[src/rtl/aes_uart_pkg.sv]
// Shared constants and types for the UART <-> AES block framer.
// Holds the block geometry and the TX serializer state encoding.
package aes_uart_pkg;

  localparam int BLOCK_BYTES = 16;
  localparam int BLK_W       = BLOCK_BYTES * 8;
  localparam int IDX_W       = $clog2(BLOCK_BYTES);

  typedef logic [IDX_W-1:0] byte_idx_t;

  typedef enum logic [2:0] {
    TX_IDLE      = 3'd0,
    TX_LOAD      = 3'd1,
    TX_START     = 3'd2,
    TX_WAIT_BUSY = 3'd3,
    TX_WAIT_DONE = 3'd4
  } tx_state_e;

endpackage

[src/rtl/uart_block_assembler.sv]
// Collects UART RX bytes into a 128-bit block, with overrun flagging
// and an inactivity timeout that discards a partial block.
module uart_block_assembler
  import aes_uart_pkg::*;
#(
  parameter logic [23:0] TIMEOUT_CYCLES = 24'd500000
) (
  input  logic             uart_clock,
  input  logic             uart_reset,
  input  logic [7:0]       rx_byte,
  input  logic             rx_valid,
  output logic [BLK_W-1:0] blk_data,
  output logic             blk_valid,
  input  logic             blk_ready,
  output logic             rx_overrun,
  output logic             rx_timeout
);

  logic             rx_valid_q;
  byte_idx_t        cnt_q;
  logic [23:0]      idle_q;
  logic [BLK_W-1:0] shift_q;

  logic accept, take, last, timeout_hit;

  assign accept = rx_valid & ~rx_valid_q;
  // A pending block blocks assembly, including the cycle it is handed off.
  assign take   = accept & ~blk_valid;
  assign last   = (cnt_q == byte_idx_t'(BLOCK_BYTES - 1));
  // A fresh byte wins over an expiring timeout in the same cycle.
  assign timeout_hit = (cnt_q != '0) & ~accept & (idle_q == TIMEOUT_CYCLES - 24'd1);

  assign blk_data = shift_q;

  always_ff @(posedge uart_clock) begin
    if (uart_reset) begin
      rx_valid_q <= 1'b0;
      cnt_q      <= '0;
      idle_q     <= '0;
      shift_q    <= '0;
      blk_valid  <= 1'b0;
      rx_overrun <= 1'b0;
      rx_timeout <= 1'b0;
    end else begin
      rx_valid_q <= rx_valid;
      rx_overrun <= accept & blk_valid;
      rx_timeout <= timeout_hit;

      if (take) begin
        shift_q <= {shift_q[BLK_W-9:0], rx_byte};
        cnt_q   <= last ? '0 : cnt_q + 1'b1;
      end else if (timeout_hit) begin
        cnt_q <= '0;
      end

      if (take && last)
        blk_valid <= 1'b1;
      else if (blk_valid && blk_ready)
        blk_valid <= 1'b0;

      if (accept || cnt_q == '0 || timeout_hit)
        idle_q <= '0;
      else
        idle_q <= idle_q + 24'd1;
    end
  end

endmodule

[src/rtl/uart_block_framer.sv]
// Bridges a byte UART to a 128-bit block engine: RX bytes are assembled
// into blocks, result blocks are serialized MSB byte first to the UART TX.
module uart_block_framer
  import aes_uart_pkg::*;
#(
  parameter logic [23:0] TIMEOUT_CYCLES = 24'd500000
) (
  input  logic             uart_clock,
  input  logic             uart_reset,
  input  logic [7:0]       uart_received_data,
  input  logic             uart_rx_valid,
  input  logic             uart_tx_ready,
  output logic [7:0]       uart_transmit_data,
  output logic             uart_tx_start,
  output logic [BLK_W-1:0] blk_data,
  output logic             blk_valid,
  input  logic             blk_ready,
  input  logic [BLK_W-1:0] res_data,
  input  logic             res_valid,
  output logic             res_ready,
  output logic             rx_overrun,
  output logic             rx_timeout
);

  uart_block_assembler #(
    .TIMEOUT_CYCLES(TIMEOUT_CYCLES)
  ) u_rx (
    .uart_clock (uart_clock),
    .uart_reset (uart_reset),
    .rx_byte    (uart_received_data),
    .rx_valid   (uart_rx_valid),
    .blk_data   (blk_data),
    .blk_valid  (blk_valid),
    .blk_ready  (blk_ready),
    .rx_overrun (rx_overrun),
    .rx_timeout (rx_timeout)
  );

  tx_state_e        state_q;
  logic [BLK_W-1:0] tx_shift_q;
  byte_idx_t        tx_idx_q;

  // Reset gating keeps the handshake outputs quiet while reset is held.
  assign res_ready          = (state_q == TX_IDLE)  & ~uart_reset;
  assign uart_tx_start      = (state_q == TX_START) & ~uart_reset;
  assign uart_transmit_data = tx_shift_q[BLK_W-1 -: 8];

  always_ff @(posedge uart_clock) begin
    if (uart_reset) begin
      state_q    <= TX_IDLE;
      tx_shift_q <= '0;
      tx_idx_q   <= '0;
    end else begin
      unique case (state_q)
        TX_IDLE: if (res_valid) begin
          tx_shift_q <= res_data;
          tx_idx_q   <= '0;
          state_q    <= TX_LOAD;
        end
        TX_LOAD:      if (uart_tx_ready) state_q <= TX_START;
        TX_START:     state_q <= TX_WAIT_BUSY;
        TX_WAIT_BUSY: if (!uart_tx_ready) state_q <= TX_WAIT_DONE;
        TX_WAIT_DONE: if (uart_tx_ready) begin
          tx_shift_q <= {tx_shift_q[BLK_W-9:0], 8'h00};
          tx_idx_q   <= tx_idx_q + 1'b1;
          state_q    <= (tx_idx_q == byte_idx_t'(BLOCK_BYTES - 1)) ? TX_IDLE : TX_LOAD;
        end
        default:      state_q <= TX_IDLE;
      endcase
    end
  end

endmodule

[config.mk]
export PLATFORM = sky130hd
export DESIGN_NAME = uart_block_framer
export DESIGN_NICKNAME = d
export VERILOG_FILES = /design/src/rtl/aes_uart_pkg.sv /design/src/rtl/uart_block_assembler.sv /design/src/rtl/uart_block_framer.sv
export SDC_FILE = /design/constraint.sdc
export NUM_CORES = 1
export LEC_CHECK = 0
export ABC_AREA = 0
export BUFFER_PORTS_ARGS = -buffer_cell sky130_fd_sc_hd__buf_2
export CORE_MARGIN = 5
export CORE_UTILIZATION = 49
export DETAILED_ROUTE_END_ITERATION = 8
export PLACE_DENSITY = 0.73
export SLEW_MARGIN = 10
export SYNTH_ARGS = -nofsm -noshare
export SYNTH_HDL_FRONTEND = slang
export SYNTH_SLANG_ARGS = --single-unit
[constraint.sdc]
create_clock -name uart_clock -period 3.2 [get_ports uart_clock]
set_input_delay 0.64 -clock uart_clock [delete_from_list [all_inputs] [get_ports uart_clock]]
set_output_delay 0.64 -clock uart_clock [all_outputs]
set_load 0.02 [all_outputs]
**After elaboration in Yosys (flattened, before gate mapping)**

Index checks and enable logic that the tools add are counted.
W data, S select, Z words.

- Register bits after elaboration: 295
- Input bits: 142
- Output and inout port bits: 141

- Add/sub/neg operators: 3
- Eq/ne operators: 11
- Multiplexer cells: 17
- Bitwise gates (word level): 11
- Reductions and logical operators: 13

Operator list:

| operator | number |
|---|---|
| $mux W128 | 2 |
| $pmux W128 S2 | 1 |
| $add A24 B1 Y24 const B | 1 |
| $eq A24 B19 Y1 const B | 1 |
| $mux W4 | 5 |
| $pmux W3 S5 | 1 |
| $mux W3 | 4 |
| $add A4 B1 Y4 const B | 2 |
| $eq A4 B4 Y1 const B | 2 |
| $ne A2 B2 Y1 const B | 4 |
| $pmux W4 S2 | 1 |
| $and A1 B1 Y1 | 7 |
| $eq A3 B2 Y1 const B | 2 |
| $reduce_bool A2 Y1 | 3 |
| $logic_not A4 Y1 | 1 |
| $not A1 Y1 | 4 |
| $reduce_and A4 Y1 | 1 |
| $reduce_bool A4 Y1 | 1 |
| $eq A3 B1 Y1 const B | 1 |
| $eq A3 B3 Y1 const B | 1 |
| $logic_not A3 Y1 | 1 |
| $mux W1 | 3 |
| $reduce_and A3 Y1 | 1 |
| $logic_and A1 B1 Y1 | 2 |
| 2 further kinds | 3 |

**Longest topological paths before layout**

Gate-level depths: netlist of run 1.

- Depth after elaboration: 7
- Depth in mapped cells: 8

**Modules after synthesis**

From an unflattened synthesis of run 1, not the netlist that was laid out.

- Cells, all modules: 1502
- Area, all modules: 11967.7 um^2

Modules (own cells, without submodules):

| module | times used | cells an instance | area an instance (um^2) |
|---|---|---|---|
| uart_block_framer | 1 | 770 | 6065.8 |
| uart_block_assembler | 1 | 732 | 5901.9 |

**Least setup slack after synthesis of run 1**

Ideal clock, no wire load.

- Kind: input to output
- From: input port uart_reset
- To: output port uart_tx_start
- Arrival time: 1.765 ns
- Data required time: 2.560 ns
- Path slack: 0.795 ns
- Cell stages on the path: 3
- Path buffers: 2
- Path through: clkbuf_1 -> clkbuf_1 -> nor4b_1

- Word-level cells in the longest chain between the ends: 2

Ends and longest elaborated chain:

| element | line | text |
|---|---|---|
| start, declared | uart_block_framer.sv:9 | `input logic uart_reset,` |
| $not A1 Y1 | uart_block_framer.sv:45 | `assign uart_tx_start = (state_q == TX_START) & ~uart_reset;` |
| $and A1 B1 Y1 | uart_block_framer.sv:45 |  |
| end, declared | uart_block_framer.sv:14 | `output logic uart_tx_start,` |

Every way passes these cells.

**Worst setup path after layout of run 1**

- From: register state_q[0]
- To: register tx_shift_q[21]

- Word-level cells in the longest chain between the ends: 3

Ends and longest elaborated chain:

| element | line | text |
|---|---|---|
| start, declared | uart_block_framer.sv:39 | `tx_state_e state_q;` |
| start signal, assigned | uart_block_framer.sv:66 | `state_q <= (tx_idx_q == byte_idx_t'(BLOCK_BYTES - 1)) ? TX_IDLE : TX_LOAD;` |
| $eq A3 B3 Y1 / $logic_not A3 Y1 (equally long branches) | uart_block_framer.sv:54 | `unique case (state_q)` |
| $ne A2 B2 Y1 (no line) / $reduce_bool A2 Y1 (equally long branches) | -- |  |
| $reduce_and A3 Y1 (no line) | -- |  |
| end signal, assigned | uart_block_framer.sv:56 | `tx_shift_q <= res_data;` |
| end signal, assigned | uart_block_framer.sv:64 | `tx_shift_q <= {tx_shift_q[BLK_W-9:0], 8'h00};` |
| end, declared | uart_block_framer.sv:40 | `logic [BLK_W-1:0] tx_shift_q;` |

Several ways; a longest one is shown, not always the timed one.
A chain may end at the register's enable or synchronous reset.

==> flow_summary.yaml, run 1 <==
run_status:
  status: "completed"
layout:
  syn_to_final_growth_pct: 21.0
  finish.instance_area_um2: 14800
  final_common_cell: "dfxtp_1"
  drive_above_1_share_pct: 27.5
  nNetsFinal: 1704
  layout_common_cells: "dfxtp_1 (295), buf_2 (281), nand2_1 (267)"
detailed_routing:
  ant_nets: 0
  vias: 10100
  wl_per_cell_um: 15.8
  wl_um: 30200
  drc: 0
  drtPass1Iterations: 4
  routed_via_density: 5.28
  drtIter0Drc: 578
worst_setup_path:
  slowest_stage: "nor2_8"
  cp_max_fo: 19
  cp_num_buf_inv: 1
  start_kind: "flop"
  cp-end-kind: "flop"
  cp.required_ps: 3590
  worst-r2r-cell-count: 5
  max_stage_delay_ps: 430
  critPathTopFamily: "simple AND/OR/NAND/NOR gates"
  path_cells: "or2_1 > nor2_8 > buf_4 > mux2i_1 > a211oi_2"
  arrival_ps: 2620
  crit_cells: 5
  worstSetupPathType: "flop to flop"
timing:
  fin_crit_sh_pct: 69.8
  setup_viol: 0
  tns_ps: 0
  slew_violations: 0
  relSlewSlack_pct: 35.8
  worstMarginPinSlew_ps: 963
  hold_viol: 0
  rsz0062_at_grt: "false"
  period_needed_ps: 2230
  max_freq_mhz: 448
  skew_ps: 12.3
min_path:
  hold_depth: 2
  hp-class: "input pin to flop"
yosys:
  synthTopCellsByArea: "dfxtp_1 (48%), mux2i_1 (10%), nand2_1 (8.2%)"
  synth.distinct_cells: 47
  netlist.area_leader.share_pct: 48.3
  synth_edf_count: 0
  yosys_warnings: 0
  synthArstFlopShare_pct: 0
  synth_top_flop_cell: "dfxtp_1"
  syn_avg_cell_area_um2: 9.13
  netlist_area_um2: 12200
  ys_seq_area_share_pct: 48.3
  ys_seq_elements: 295
  synth_fp_nets: 1484
  syn_inst: 1338
  synth_area_leader_cell: "dfxtp_1"
placed_design:
  port_buffers: 282
  place_area_um2: 13700
  hpwl_um: 20600
  routabilityCongestion: 0.817
clocking:
  cts_buffers: 31
  cts_setup_buffers: 0
  clk_latency_ps: 540
  clk_pin_slew_ps: 60
  cts.htree.levels: 1
  cts.sinks: 295
  clockRootBuffer: "clkbuf_16"
  cts_buffer_depth: 3
  cts_resized: 0
  cts_tree: "built"
  cts_hold_buf: 0
run:
  drv_cap: 0
power_and_ir_drop:
  powerDensity_nw_per_um2: 580
  leakagePower_nw: 5.59
  peakVddDrop_v: 0.000369
global_route:
  antenna_found_initial: 5
  grt_pass1_wl_um: 48900
  grt_pass1_vias: 9632
  track_usage_pct: 20.3
  overflow: 0
  grt_max_degree: 174
die:
  rows: 57
  die_width_um: 168
  initial_core_util_pct: 49.9
  core_area_um2: 24500
  pin_count: 283
  dieArea_um2: 28200
  die_y_um: 168
[worst register-to-register path, cell delays in order, from the launching register on]
cell and delay, ps:
dfxtp_1 410, or2_1 400, nor2_8 430, buf_4 390, mux2i_1 340, a211oi_2 110
[stage by stage]
step                std cells  setup slack, ps  hold slack (ps)  total power [mW]  utilization (%)
floorplan                1338              795              426              4.66                -
global placement         1849              968              440              4.88             56.0
detailed placement       1849              900              444              4.91             56.0
CTS                      1906              963              305              8.66             60.4
global route             1910              809              324              8.93             60.4
finish                   1910              968              320              8.57             60.4
[area by class of cell]
class | instances | area (µm²)
antenna | 4 | 10.0
clock buffer | 45 | 918
clock inverter | 12 | 168
fill | 2134 | 9680
inverter | 7 | 26.3
multi-input combinational | 917 | 5620
sequential | 295 | 5910
tap | 324 | 405
timing repair buffer | 306 | 1730
[flip-flops by register name, indices dropped and copies added, names as in the netlist]
name	cells
tx_shift_q	128
u_rx.cnt_q	4
state_q	3
tx_idx_q	4
u_rx.rx_timeout	1
u_rx.blk_valid	1
u_rx.rx_valid_q	1
u_rx.rx_overrun	1
u_rx.blk_data	128
u_rx.idle_q	24
[per-layer routing]
| metal | vias to the layer above | part of all wire [%] | track usage (%) |
|---|---|---|---|
| met5 | - | 0.043 | 0 |
| met4 | 2 | 3.5 | 6.95 |
| met3 | 72 | 4.8 | 3.73 |
| met2 | 227 | 48 | 33.8 |
| met1 | 4711 | 44 | 26.6 |
| li1 | 5074 | - | - |
[synth_stat cells, drive strengths merged (6+ instances only)]
library cell and n:
or3 6, nand3 10, clkbuf 57, o21ai 10
nand2 268, a211oi 121, mux2i 122, a21oi 141
xor2 12, nor2 147, dfxtp 295, nor3 9
inv 7, nand4 9, buf 62, a22oi 8
[power by group]
part	switching, mW	internal [mW]	leakage [nW]	total, mW
logic	0.519	0.340	2.65	0.859
registers	0.110	3.86	2.41	3.97
clock network	1.44	2.30	0.541	3.75
[logic make-up (layout without fill, tap and decap cells)]
family,after synthesis,in the layout,share of synthesized area [%]
buffers and inverters,126,370,5.74
other,0,4,0
XOR/XNOR,15,15,1.08
flip-flops,295,295,48.3
AO/OA/AOI/OAI,294,294,17.9
AND/OR/NAND/NOR,482,482,16.5
adder cells (fa/ha/maj),4,4,0.410
multiplexers,122,122,10.0
[final timing paths]
check,from,to,slack [ps]
worst max-delay path,state_q[0],tx_shift_q[21],970
worst min register to register,u_rx.blk_data[120],u_rx.blk_data[120],450
worst max register to register,state_q[0],tx_shift_q[21],970
worst min-delay path,uart_rx_valid,u_rx.rx_valid_q,320
No activity file was read; power rests on OpenSTA's default activity.
==> run 2, diff against run 1 <==
==> constraint.sdc (replaced) <==
create_clock -name uart_clock -period 2.08 [get_ports uart_clock]
set_input_delay 0.416 -clock uart_clock [delete_from_list [all_inputs] [get_ports uart_clock]]
set_output_delay 0.416 -clock uart_clock [all_outputs]
set_load 0.02 [all_outputs]
==> run 2 against run 1 <==
Via count about the same. Count of clock-buffer cells in the layout is the same. Routed wire length increased by 1.3%. Sequential power rose by 54%. Design area rose by 1.5%. First-iteration DRC count up 3.5%. Critical path depth shrank 3. Total power increased by 54%. Global-route usage up 0.25 points. Non-clock buffer count increased by 14.
==> flow_summary.yaml, run 2 (same netlist as run 1, synthesis figures left out) <==
worst_setup_path:
  start_kind: "flop"
  cp_max_fo: 10
  cp-end-kind: "output pin"
  slowest_stage: "dfxtp_1"
  path_cells: "nor4_1 > buf_2"
  max_stage_delay_ps: 420
  arrival_ps: 1510
  cp.required_ps: 1660
  worstSetupPathType: "flop to output pin"
  cp_num_buf_inv: 1
  critPathTopFamily: "flip-flops"
  cp-startpoint: "state_q[2]"
  r2r-start: "u_rx.idle_q[0]"
global_route:
  grt_pass1_vias: 9624
  track_usage_pct: 20.5
  overflow: 0
  grt_max_degree: 65
  antenna_found_initial: 5
  grt_pass1_wl_um: 49300
power_and_ir_drop:
  p_switching_mw: 3.22
  combPwrFrac_pct: 10.6
  power.clock.fraction_pct: 43.2
  seqPwrFrac_pct: 46.3
  peakVddDrop_v: 0.000706
  leakagePower_nw: 5.69
  p_int_mw: 9.96
  powerDensity_nw_per_um2: 878
  swShare_pct: 24.4
  finalPower_mw: 13.2
die:
  core_area_um2: 24500
  dieArea_um2: 28200
  pin_count: 283
  rows: 57
  die_width_um: 168
  die_y_um: 168
  initial_core_util_pct: 49.9
detailed_routing:
  drtIter0Drc: 598
  vias: 10100
  routed_via_density: 5.25
  wl_per_cell_um: 15.9
  ant_nets: 0
  wl_um: 30600
  drc: 0
  drtPass1Iterations: 4
placed_design:
  hpwl_um: 21400
  routabilityCongestion: 0.802
  dp_worst_setup_slack_ps: 249
  placedCellCount: 1863
  port_buffers: 282
layout:
  fin_cells: 1921
  drive_above_1_share_pct: 28.2
  nNetsFinal: 1718
  final_common_cell: "dfxtp_1"
  syn_to_final_growth_pct: 22.8
  layout_common_cells: "dfxtp_1 (295), buf_2 (281), nand2_1 (267)"
timing:
  hold_viol: 0
  max_freq_mhz: 519
  rsz0062_at_grt: "false"
  fin_crit_sh_pct: 92.7
  setup_viol: 0
  relSlewSlack_pct: 61.8
  tns_ps: 0
  layout_setup_ws_ps: 151
  worstMarginPinSlew_ps: 568
  period_needed_ps: 1930
  slew_violations: 0
  skew_ps: 17.6
clocking:
  cts_buffers: 31
  clk_pin_slew_ps: 60
  cts.sinks: 295
  clockRootBuffer: "clkbuf_16"
  cts_buffer_depth: 3
  cts.htree.levels: 1
  cts_tree: "built"
  cts_setup_buffers: 0
  clk_latency_ps: 550
min_path:
  worstHoldStart: "uart_rx_valid"
  hp-class: "input pin to flop"
run:
  drv_cap: 0
run_status:
  status: "completed"
-- run 2: cell types whose count changed in the layout (fill, tap and decap cells not counted), sizes merged --
cell | before | now
bufinv | 4 | 3
diode | 4 | 2
clkinvlp | 0 | 2
inv | 7 | 8
clkinv | 8 | 5
buf | 306 | 320
-- run 2: path summary, 6_finish.rpt --
kind              depth (start not counted)                  to  slack [ps]
setup reg to reg                          5       u_rx.cnt_q[3]         190
setup / recovery                          2           res_ready         150
hold / removal                            2     u_rx.rx_valid_q         100
hold reg to reg                           2  u_rx.blk_data[122]         460
-- run 2: area by class of cell --
cell class	instances	area, µm²
Fill cell	2090	9460
Multi-Input combinational cell	917	5630
Clock buffer	45	928
Clock inverter	11	139
Tap cell	324	405
Antenna cell	2	5.00
Sequential cell	295	5910
Inverter	7	26.3
Timing Repair Buffer	320	1970
-- run 2: power groups by stage --
stage               clock network [mW]  registers [mW]  logic [mW]
global placement                     0            6.21        1.36
finish                            5.69            6.10        1.39
CTS                               5.81            6.10        1.40
floorplan                            0            6.19       0.976
global route                      6.08            6.13        1.54
detailed placement                   0            6.22        1.39
-- run 2: worst register-to-register path, cell delays in order, from the launching register on --
cell and delay [ps]:
dfxtp_1 370, ha_1 220, and4_1 370, nand2_1 130, nor3_1 500, o32ai_1 150
-- run 2: timing repair --
action | in CTS | in global routing
gates resized for setup | 0 | 1
hold buffers | 0 | 0
endpoints found under the setup margin | 0 | 1
-- run 2: per-stage QoR --
step / area, µm² / utilization (%) / hold slack [ps]
after floorplan: 12200 / - / 426
after detailed placement: 13900 / 56.9 / 450
after global placement: 13900 / 56.9 / 440
final: 15000 / 61.3 / 101
after global routing: 15000 / 61.3 / 90.8
after CTS: 15000 / 61.3 / 71.5
-- run 2: routing by layer --
| layer | vias up | track usage (%) | part of all wire, % |
|---|---|---|---|
| li1 | 5100 | - | - |
| met1 | 4690 | 26.8 | 43 |
| met2 | 220 | 34.3 | 49 |
| met3 | 63 | 4.17 | 5.2 |
| met4 | 6 | 6.56 | 2.8 |
| met5 | - | 0 | 0.11 |
==> run 3, diff against run 2 <==
==> constraint.sdc (replaced) <==
create_clock -name uart_clock -period 2.2 [get_ports uart_clock]
set_input_delay 0.44 -clock uart_clock [delete_from_list [all_inputs] [get_ports uart_clock]]
set_output_delay 0.44 -clock uart_clock [all_outputs]
set_load 0.02 [all_outputs]
==> run 3 against run 2 <==
Setup slack better by 37 ps. Sequential cell count did not move. Critical endpoint is now uart_tx_start. Largest cell class unchanged. Critical path depth did not move.
==> flow_summary.yaml, run 3 (same netlist as run 1, synthesis figures left out) <==
detailed_routing:
  vias: 10100
  wl_per_cell_um: 15.9
  drtPass1Iterations: 5
  routed_via_density: 5.27
  ant_nets: 0
  drc: 0
  wl_um: 30300
  drtIter0Drc: 544
worst_setup_path:
  path_cells: "nor4b_1 > buf_2"
  cp-end-kind: "output pin"
  cp_num_buf_inv: 1
  cp.required_ps: 1760
  max_stage_delay_ps: 410
  start_kind: "flop"
  slowest_stage: "dfxtp_1"
  cp_max_fo: 10
  worstSetupPathType: "flop to output pin"
  arrival_ps: 1570
  critPathTopFamily: "flip-flops"
timing:
  max_freq_mhz: 497
  worstMarginPinSlew_ps: 795
  tns_ps: 0
  period_needed_ps: 2010
  slew_violations: 0
  setup_viol: 0
  rsz0062_at_grt: "false"
  fin_crit_sh_pct: 91.4
  relSlewSlack_pct: 47.0
  hold_viol: 0
  skew_ps: 26.6
run_status:
  status: "completed"
die:
  rows: 57
  pin_count: 283
  initial_core_util_pct: 49.9
  die_y_um: 168
  dieArea_um2: 28200
  die_width_um: 168
  core_area_um2: 24500
global_route:
  grt_max_degree: 134
  grt_pass1_wl_um: 49100
  grt_pass1_vias: 9633
  overflow: 0
  antenna_found_initial: 4
  track_usage_pct: 20.4
placed_design:
  hpwl_um: 21100
  routabilityCongestion: 0.798
  port_buffers: 282
clocking:
  cts.htree.levels: 1
  cts_tree: "built"
  clockRootBuffer: "clkbuf_16"
  cts_buffers: 31
  cts_buffer_depth: 3
  clk_pin_slew_ps: 60
  cts_resized: 0
  clk_latency_ps: 560
  cts_setup_buffers: 0
  cts.sinks: 295
  cts_hold_buf: 0
power_and_ir_drop:
  power.clock.fraction_pct: 42.9
  leakagePower_nw: 5.63
  swShare_pct: 24.5
  seqPwrFrac_pct: 46.6
  p_int_mw: 9.35
  p_switching_mw: 3.03
  finalPower_mw: 12.4
  powerDensity_nw_per_um2: 833
  combPwrFrac_pct: 10.5
  peakVddDrop_v: 0.000668
layout:
  syn_to_final_growth_pct: 21.6
  final_common_cell: "dfxtp_1"
  drive_above_1_share_pct: 27.7
  nNetsFinal: 1713
  layout_common_cells: "dfxtp_1 (295), buf_2 (281), nand2_1 (267)"
  final_util_pct: 60.7
run:
  drv_cap: 0
min_path:
  hp-class: "input pin to flop"
[run 3: area by class of cell]
class                   count  area, µm²
well taps                 324        405
diodes                      1       2.50
clock buffers              41        863
flip-flops and latches    295       5910
repair buffers            315       1860
multi-input cells         917       5620
inverters                   7       26.3
fillers                  2097       9610
clock inverters            12        170
[run 3: power by group through the flow]
| stage | clock network [mW] | registers, mW | logic (mW) |
|---|---|---|---|
| CTS | 5.45 | 5.77 | 1.31 |
| global route | 5.69 | 5.79 | 1.44 |
| detailed placement | 0 | 5.88 | 1.30 |
| floorplan | 0 | 5.85 | 0.923 |
| finish | 5.31 | 5.77 | 1.30 |
| global placement | 0 | 5.87 | 1.27 |
[run 3: worst paths after layout]
| kind | slack [ps] | startpoint | to | cells past startpoint |
|---|---|---|---|---|
| worst max-delay path | 190 | state_q[2] | uart_tx_start | 2 |
| worst min-delay path | 120 | res_data[2] | tx_shift_q[2] | 3 |
| worst min register to register | 450 | u_rx.blk_data[126] | u_rx.blk_data[126] | 2 |
| worst max register to register | 270 | u_rx.idle_q[0] | u_rx.idle_q[22] | 5 |
[run 3: metrics by stage]
step	hold WS, ps	std cells	worst slack, ps	cell area [µm²]
after floorplan	426	1338	195	12200
after global placement	439	1858	357	13800
after detailed placement	444	1858	299	13800
after CTS	93.1	1911	165	14800
after global routing	114	1912	49.0	14900
final	118	1912	189	14900
[run 3: per-layer routing]
layer  up-vias  part of all wire (%)  track usage, %
met4         6                   3.0            5.86
met3        63                   5.6            4.17
met5         -                  0.11               0
li1       5080                     -               -
met2       249                    48            34.0
met1      4687                    43            26.9
[run 3: tightest hold or removal path, delay by kind of cell]
family | cells | cell delay [ps]
AOI/OAI and AO/OA | 1 | 50
and+or+nand+nor | 1 | 70
buffers and inverters | 1 | 70
